### src/rtl/vdp_vram_host_write_port_if.sv
// Host-write / arbiter-slot bundle for vdp_vram_host_write_port.
// slave = the write port itself, master = the host/arbiter side driving it.
interface vdp_vram_host_write_port_if;
    logic        host_address_write;
    logic        host_increment_write;
    logic        host_data_write;
    logic [15:0] host_data;
    logic        host_ready;
    logic        host_idle;
    logic        host_overflow;
    logic        vram_written;
    logic        vram_write_inhibit;
    logic [1:0]  vram_port_write_en_mask;
    logic [13:0] vram_write_address_16b;
    logic [15:0] vram_write_data_16b;

    modport slave (
        input  host_address_write,
        input  host_increment_write,
        input  host_data_write,
        input  host_data,
        output host_ready,
        output host_idle,
        output host_overflow,
        input  vram_written,
        input  vram_write_inhibit,
        output vram_port_write_en_mask,
        output vram_write_address_16b,
        output vram_write_data_16b
    );

    modport master (
        output host_address_write,
        output host_increment_write,
        output host_data_write,
        output host_data,
        input  host_ready,
        input  host_idle,
        input  host_overflow,
        output vram_written,
        output vram_write_inhibit,
        input  vram_port_write_en_mask,
        input  vram_write_address_16b,
        input  vram_write_data_16b
    );
endinterface

### src/rtl/vdp_vram_host_write_port.sv
// Host VRAM write queue with auto-incrementing word pointer, retired by arbiter host slots.
// Define VDP_HOST_WRITE_FIFO_EN for a FIFO_DEPTH-entry queue; otherwise a single holding register.
module vdp_vram_host_write_port #(
    parameter int unsigned FIFO_DEPTH = 8
) (
    input logic                          clk,
    input logic                          reset_n,
    vdp_vram_host_write_port_if.slave    bus
);

`ifdef VDP_HOST_WRITE_FIFO_EN
    localparam int unsigned Depth = FIFO_DEPTH;
`else
    localparam int unsigned Depth = 1;
`endif
    localparam int unsigned IdxW = (Depth > 1) ? $clog2(Depth) : 1;
    localparam int unsigned CntW = $clog2(Depth + 1);

    if (FIFO_DEPTH < 2 || FIFO_DEPTH > 32 || (FIFO_DEPTH & (FIFO_DEPTH - 1)) != 0) begin : g_bad_depth
        $error("FIFO_DEPTH must be a power of 2 in 2..32");
    end

    // Entry layout: {word pointer[14:0], data[15:0]}
    logic [30:0]     r_mem [Depth];
    logic [14:0]     r_ptr;
    logic [7:0]      r_inc;
    logic [IdxW-1:0] r_rd;
    logic [IdxW-1:0] r_wr;
    logic [CntW-1:0] r_count;
    logic            r_overflow;
    logic [1:0]      r_mask;
    logic [13:0]     r_addr;
    logic [15:0]     r_data;

    logic            w_full;
    logic            w_empty;
    logic            w_data_req;
    logic            w_pop;
    logic            w_push;
    logic            w_drop;
    logic [30:0]     w_entry;
    logic [IdxW-1:0] w_rd_next;
    logic [IdxW-1:0] w_wr_next;
    logic [IdxW-1:0] w_rd_d;
    logic [CntW-1:0] w_count_d;
    logic [CntW-1:0] w_count_after_pop;
    logic [30:0]     w_head;
    logic            w_head_valid;

    assign w_full     = (r_count == CntW'(Depth));
    assign w_empty    = (r_count == '0);
    // Address and increment strobes take priority and swallow a same-cycle data strobe.
    assign w_data_req = bus.host_data_write && !bus.host_address_write &&
                        !bus.host_increment_write;
    assign w_pop      = bus.vram_written && !bus.vram_write_inhibit && !w_empty;
    assign w_push     = w_data_req && (!w_full || w_pop);
    assign w_drop     = w_data_req && w_full && !w_pop;
    assign w_entry    = {r_ptr, bus.host_data};

    assign w_rd_next  = (r_rd == IdxW'(Depth - 1)) ? '0 : r_rd + IdxW'(1);
    assign w_wr_next  = (r_wr == IdxW'(Depth - 1)) ? '0 : r_wr + IdxW'(1);
    assign w_rd_d     = w_pop ? w_rd_next : r_rd;

    assign w_count_after_pop = r_count - CntW'(w_pop);

    always_comb begin
        w_count_d = r_count;
        if (w_push && !w_pop) begin
            w_count_d = r_count + CntW'(1);
        end else if (!w_push && w_pop) begin
            w_count_d = r_count - CntW'(1);
        end
    end

    // Next head: a surviving stored entry, else the entry being pushed this cycle.
    always_comb begin
        w_head_valid = (w_count_after_pop != '0) || w_push;
        w_head       = (w_count_after_pop != '0) ? r_mem[w_rd_d] : w_entry;
    end

    always_ff @(posedge clk) begin
        if (w_push) begin
            r_mem[r_wr] <= w_entry;
        end
    end

    always_ff @(posedge clk or negedge reset_n) begin
        if (!reset_n) begin
            r_ptr      <= '0;
            r_inc      <= 8'd1;
            r_rd       <= '0;
            r_wr       <= '0;
            r_count    <= '0;
            r_overflow <= 1'b0;
            r_mask     <= 2'b00;
            r_addr     <= '0;
            r_data     <= '0;
        end else begin
            if (bus.host_address_write) begin
                r_ptr <= bus.host_data[14:0];
            end else if (bus.host_increment_write) begin
                r_inc <= bus.host_data[7:0];
            end else if (w_push) begin
                r_ptr <= r_ptr + 15'(r_inc);
            end
            if (w_push) begin
                r_wr <= w_wr_next;
            end
            r_rd       <= w_rd_d;
            r_count    <= w_count_d;
            r_overflow <= w_drop;
            // Address/data keep their last values when the queue runs dry.
            if (w_head_valid) begin
                r_mask <= w_head[16] ? 2'b10 : 2'b01;
                r_addr <= w_head[30:17];
                r_data <= w_head[15:0];
            end else begin
                r_mask <= 2'b00;
            end
        end
    end

    assign bus.host_ready              = !w_full;
    assign bus.host_idle               = w_empty;
    assign bus.host_overflow           = r_overflow;
    assign bus.vram_port_write_en_mask = r_mask;
    assign bus.vram_write_address_16b  = r_addr;
    assign bus.vram_write_data_16b     = r_data;

endmodule
### src/flat_wrapper.sv
// flat-port wrapper written by rule: the top's interface ports become plain ports
module vdp_vram_host_write_port_flat 
#(
    parameter int unsigned FIFO_DEPTH = 8
)
  (clk, reset_n, bus_host_address_write, bus_host_increment_write, bus_host_data_write, bus_host_data, bus_host_ready, bus_host_idle, bus_host_overflow, bus_vram_written, bus_vram_write_inhibit, bus_vram_port_write_en_mask, bus_vram_write_address_16b, bus_vram_write_data_16b);
  vdp_vram_host_write_port_if bus_i ();
  input logic clk;
  input logic reset_n;
  input wire logic [$bits(bus_i.host_address_write)-1:0] bus_host_address_write;
  input wire logic [$bits(bus_i.host_increment_write)-1:0] bus_host_increment_write;
  input wire logic [$bits(bus_i.host_data_write)-1:0] bus_host_data_write;
  input wire logic [$bits(bus_i.host_data)-1:0] bus_host_data;
  output wire logic [$bits(bus_i.host_ready)-1:0] bus_host_ready;
  output wire logic [$bits(bus_i.host_idle)-1:0] bus_host_idle;
  output wire logic [$bits(bus_i.host_overflow)-1:0] bus_host_overflow;
  input wire logic [$bits(bus_i.vram_written)-1:0] bus_vram_written;
  input wire logic [$bits(bus_i.vram_write_inhibit)-1:0] bus_vram_write_inhibit;
  output wire logic [$bits(bus_i.vram_port_write_en_mask)-1:0] bus_vram_port_write_en_mask;
  output wire logic [$bits(bus_i.vram_write_address_16b)-1:0] bus_vram_write_address_16b;
  output wire logic [$bits(bus_i.vram_write_data_16b)-1:0] bus_vram_write_data_16b;
  assign bus_i.host_address_write = bus_host_address_write;
  assign bus_i.host_increment_write = bus_host_increment_write;
  assign bus_i.host_data_write = bus_host_data_write;
  assign bus_i.host_data = bus_host_data;
  assign bus_host_ready = bus_i.host_ready;
  assign bus_host_idle = bus_i.host_idle;
  assign bus_host_overflow = bus_i.host_overflow;
  assign bus_i.vram_written = bus_vram_written;
  assign bus_i.vram_write_inhibit = bus_vram_write_inhibit;
  assign bus_vram_port_write_en_mask = bus_i.vram_port_write_en_mask;
  assign bus_vram_write_address_16b = bus_i.vram_write_address_16b;
  assign bus_vram_write_data_16b = bus_i.vram_write_data_16b;
  vdp_vram_host_write_port #(.FIFO_DEPTH(FIFO_DEPTH)) u_core (.clk(clk), .reset_n(reset_n), .bus(bus_i));
endmodule
### config.mk
export PLATFORM = sky130hd
export DESIGN_NAME = vdp_vram_host_write_port_flat
export DESIGN_NICKNAME = d
export VERILOG_FILES = /design/src/rtl/vdp_vram_host_write_port_if.sv /design/src/rtl/vdp_vram_host_write_port.sv /design/src/flat_wrapper.sv
export SDC_FILE = /design/constraint.sdc
export NUM_CORES = 1
export LEC_CHECK = 0
export CORE_MARGIN = 1
export CORE_UTILIZATION = 58
export DETAILED_ROUTE_END_ITERATION = 10
export PLACE_DENSITY = 0.85
export SLEW_MARGIN = 20
export SYNTH_ARGS = -nofsm -noshare
export SYNTH_HDL_FRONTEND = slang
export SYNTH_SLANG_ARGS = --single-unit
### constraint.sdc
create_clock -name clk -period 4.8 [get_ports clk]
set_input_delay 0.48 -clock clk [delete_from_list [all_inputs] [get_ports clk]]
set_output_delay 0.48 -clock clk [all_outputs]
set_load 0.005 [all_outputs]
==> summary by stage <==
Outcome
The flow ran to the end, and the final reports show no timing, DRC or antenna violations.

Worst setup path
Across all register-to-register paths, the minimum setup slack is 2.17 ns. Walking the worst path, the cells encountered are clkdlybuf4s50_1 > buf_4 > or3b_4 > a21o_1 > inv_1 > buf_4 > o21ai_0 > xor2_1 > o21ai_0. The worst register-to-register path begins at u_core.r_inc[0]. STA classifies the critical path endpoint as a register.

On the worst path, the slowest cell contributes a delay of 0.67 ns. The highest-delay cell along the critical path is sky130_fd_sc_hd__or3b_4. STA puts the critical path data required time at 5.06 ns. The startpoint class of the critical path is a primary input. Data arrives at the worst endpoint at 3.18 ns.

Along the worst path, the maximum fanout reaches 35. The worst register-to-register path ends at u_core.r_ptr[14]. The kind of critical path is primary input to register.

Counting cells, the worst reg-to-reg path comes to 8.

Floorplanning
In this run the core area contains 29 standard-cell rows. The initial utilization of the core area, before any placement, comes to 0.601. The I/O pin total is 58. Measured along the x axis, the die boundary spans 83.4 um. The vertical die dimension is between 80 and 90 um. The core region area is 6390 um2.

The overall die area is 6950 um2.

Global routing
Global routing finished with a remaining overflow of 0. The pin count of the biggest net entering global routing is 62. The initial antenna violation count came to 0. The global-route usage over all layers is 0.251. The first global-routing pass estimated roughly 13 mm of wire. The via count of the first global-routing pass is 2624.

Placed design
The placer congestion estimate is 0.829. Timing analysis after detailed placement gives a worst setup slack of 1.20 ns. The wire-length estimate of the detail-placed layout is roughly 5.3 mm.

The quantity of I/O buffers inserted on ports is 57. After detailed placement, the total cell area comes to 4460 um2.

Detailed routing
The final routed DRC violation total is 0. The number of vias per cell after detailed routing is 5.96. The first routing iteration left 233 violations. The routed wirelength normalized by instance count is 17.9 um. The number of nets still failing antenna checks after routing is 0. The number of vias in the routed layout is about 2700. For this block, the routed nets add up to 8.16 mm of wire. The number of iterations in the first detailed-routing pass is 5.

Yosys
Of the total synthesized cell area, the portion taken by XOR and XNOR cells is 0.0182. Counting flops with an async set or reset pin after synthesis yields a share of 0.648. Of the total synthesized cell area, the portion taken by AND, OR, NAND and NOR gates is 0.0880. The number of storage elements in the synthesis netlist is between 80 and 90. A synthesized cell averages roughly 12 um2. The area fraction in compound gates after synthesis is 0.119. When the netlist entered floorplanning its net count stood at around 350. The yosys synthesis warning count is 0. The most used flip-flop cell after synthesis is sky130_fd_sc_hd__dfrtp_1. After synthesis the cells add up to 3840 um2. Counting flops with a built-in enable in the synthesized netlist gives 31. The portion of synthesized area spent on multiplexers is 0.101. The combinational family with the most area after synthesis is compound AO/OA/AOI/OAI gates. For this run, the register share of the synthesized area comes to 0.614. Synthesis instantiated 45 different standard cells from the library. Of the total synthesized cell area, the portion taken by full adders, half adders and majority gates is 0.0313. Counting every instance in the synthesized netlist gives about 320.

Timing
The timing-limited maximum frequency is about 340 MHz. The count of final setup violators is 0. The final hold violation count is 0. Setup total negative slack on the finished layout was measured at 0 ns. Hold timing on the final database bottoms out at a slack of 0.249 ns. At the pin with the least slew margin, the transition time is between 0.9 and 1 ns.

The final critical-path share of the clock period is 0.608. The relative slew slack is 0.368. Setup repair after global routing left no endpoint under its margin. The clock period minus final worst setup slack is 2.92 ns.

Between clock sinks in the finished design, the worst skew comes to 0.00594 ns. Across all setup checks in the final design, the least slack found is ~1.9 ns. The final-report max-slew violation count is 0.

Cells and area
The cell area after layout is 4690 um2. The library cells used most frequently in the layout, excluding fill and tap cells, are 56 x sky130_fd_sc_hd__clkdlybuf4s50_1, 56 x sky130_fd_sc_hd__dfrtp_1, 42 x sky130_fd_sc_hd__nand2_1, 41 x sky130_fd_sc_hd__o21ai_0. The layout overhead on the synthesized area is 22.2%. In the final design database the tool counted 407 nets. 0 antenna diodes ended up in the layout.

Once layout is complete, the utilization of the core stands at 0.735. The ratio of cells with drive above 1 in the final layout is 0.0921.

Run
The number of max-cap violations is 0.

Clock network
TritonCTS built the clock tree. After clock tree synthesis, the repair step resized 0 gates. TritonCTS created 9 clock buffers. For this design, the CTS-stage hold fixing added 0 buffers.

The clock net in this run drives a total of just under 90 sinks. The maximum buffer depth of the clock tree is 2. The H-tree depth is 3. Clock tree synthesis selected as its root buffer the cell sky130_fd_sc_hd__clkbuf_8. Clock-pin slew was measured on the worst setup and hold paths at 0.09 ns. Clock latency on the worst-skew pair, taken at its later pin, is 0.35 ns.

Buffers added to address setup during post-CTS repair amount to 0.

Power and ir drop
The power per cell area is between 400 and 500 nW/um2. Summed over all cells, the static leakage comes to 2.04 nW. The maximum vdd drop is approximately 0.00026 V.

Worst hold path
The path type of the worst min-delay path is primary input to asynchronous set/reset pin.
[power breakdown]
part	switching, mW	internal (mW)
Clock	0.259	0.309
Combinational	0.201	0.230
Sequential	0.0678	0.876
[worst max-delay path by stage]
stage / startpoint / end / slack, ns / depth (start not counted)
after floorplan: u_core.r_inc[0] / u_core.r_ptr[14] / 2.55 / 8
after global placement: bus_host_address_write / u_core.r_ptr[10] / 1.35 / 9
after detailed placement: bus_host_address_write / u_core.r_ptr[10] / 1.20 / 9
after CTS: bus_host_address_write / u_core.r_ptr[8] / 1.57 / 9
after global routing: bus_host_address_write / u_core.r_ptr[10] / 1.72 / 9
final: bus_host_address_write / u_core.r_ptr[8] / 1.88 / 9
[cells by family (layout without fill, tap and decap cells)]
| family | after synthesis | count (layout) |
|---|---|---|
| compound gates | 77 | 77 |
| xor+xnor | 8 | 8 |
| fa+ha+maj | 9 | 9 |
| buf+inv | 26 | 87 |
| flops | 88 | 88 |
| mux | 38 | 38 |
| simple gates | 73 | 73 |
[registers in the layout, summed over array words and instances, names as in the netlist]
name                                count
u_core.r_mem                           31
u_core.bus.vram_write_data_16b         16
u_core.r_ptr                           15
u_core.bus.vram_write_address_16b      14
u_core.r_inc                            8
u_core.bus.vram_port_write_en_mask      2
u_core.bus.host_overflow                1
u_core.r_count                          1
[metrics by stage]
step,instances,power (mW)
floorplan,319,1.16
global placement,441,1.36
detailed placement,441,1.38
CTS,457,1.95
global route,457,2.04
finish,457,1.94
[worst max-delay path, delay by kind of cell]
kind,cells,cell delay (ns)
AO/OA/AOI/OAI,3,0.75
AND/OR/NAND/NOR,1,0.67
buffers and inverters,4,1.06
XOR/XNOR,1,0.17
[final cells by class]
cell class | count | area (um2)
Fill cell | 435 | 1690
Clock inverter | 6 | 91.3
Clock buffer | 10 | 138
Inverter | 10 | 37.5
Timing Repair Buffer | 61 | 596
Sequential cell | 88 | 2360
Tap cell | 77 | 96.3
Multi-Input combinational cell | 205 | 1380
[per-layer routing]
metal / routed length [um] / track usage / part of all wire
met1: 3600 / 0.352 / 0.44
met2: 4000 / 0.388 / 0.49
met3: 448 / 0.0626 / 0.055
met4: 108 / 0.0815 / 0.013
met5: 0 / 0 / 0
[cells in the mapped netlist (2+ instances only)]
cell type	count	share of area
sky130_fd_sc_hd__clkbuf_1	10	0.0098
sky130_fd_sc_hd__o21ai_0	41	0.053
sky130_fd_sc_hd__dfrtp_1	56	0.36
sky130_fd_sc_hd__nand2b_1	3	0.0049
sky130_fd_sc_hd__nand2_1	42	0.041
sky130_fd_sc_hd__a21o_1	2	0.0039
sky130_fd_sc_hd__nor2_1	7	0.0068
sky130_fd_sc_hd__o22ai_1	2	0.0033
sky130_fd_sc_hd__nand4_1	2	0.0033
sky130_fd_sc_hd__edfxtp_1	31	0.24
sky130_fd_sc_hd__nand3_1	4	0.0052
sky130_fd_sc_hd__a21oi_1	12	0.016
sky130_fd_sc_hd__inv_1	9	0.0088
sky130_fd_sc_hd__nor3_1	2	0.0026
sky130_fd_sc_hd__buf_4	2	0.0039
sky130_fd_sc_hd__mux2_2	7	0.021
sky130_fd_sc_hd__and3_1	5	0.0081
sky130_fd_sc_hd__or3_1	2	0.0033
sky130_fd_sc_hd__a211oi_1	3	0.0059
sky130_fd_sc_hd__mux2i_1	31	0.081
sky130_fd_sc_hd__a31oi_1	2	0.0033
sky130_fd_sc_hd__xor2_1	7	0.016
sky130_fd_sc_hd__or2_2	2	0.0033
sky130_fd_sc_hd__buf_2	3	0.0039
sky130_fd_sc_hd__a221o_1	2	0.0052
sky130_fd_sc_hd__ha_1	8	0.026
sky130_fd_sc_hd__o211ai_1	4	0.0078
No activity file was read; power rests on OpenSTA's default activity.
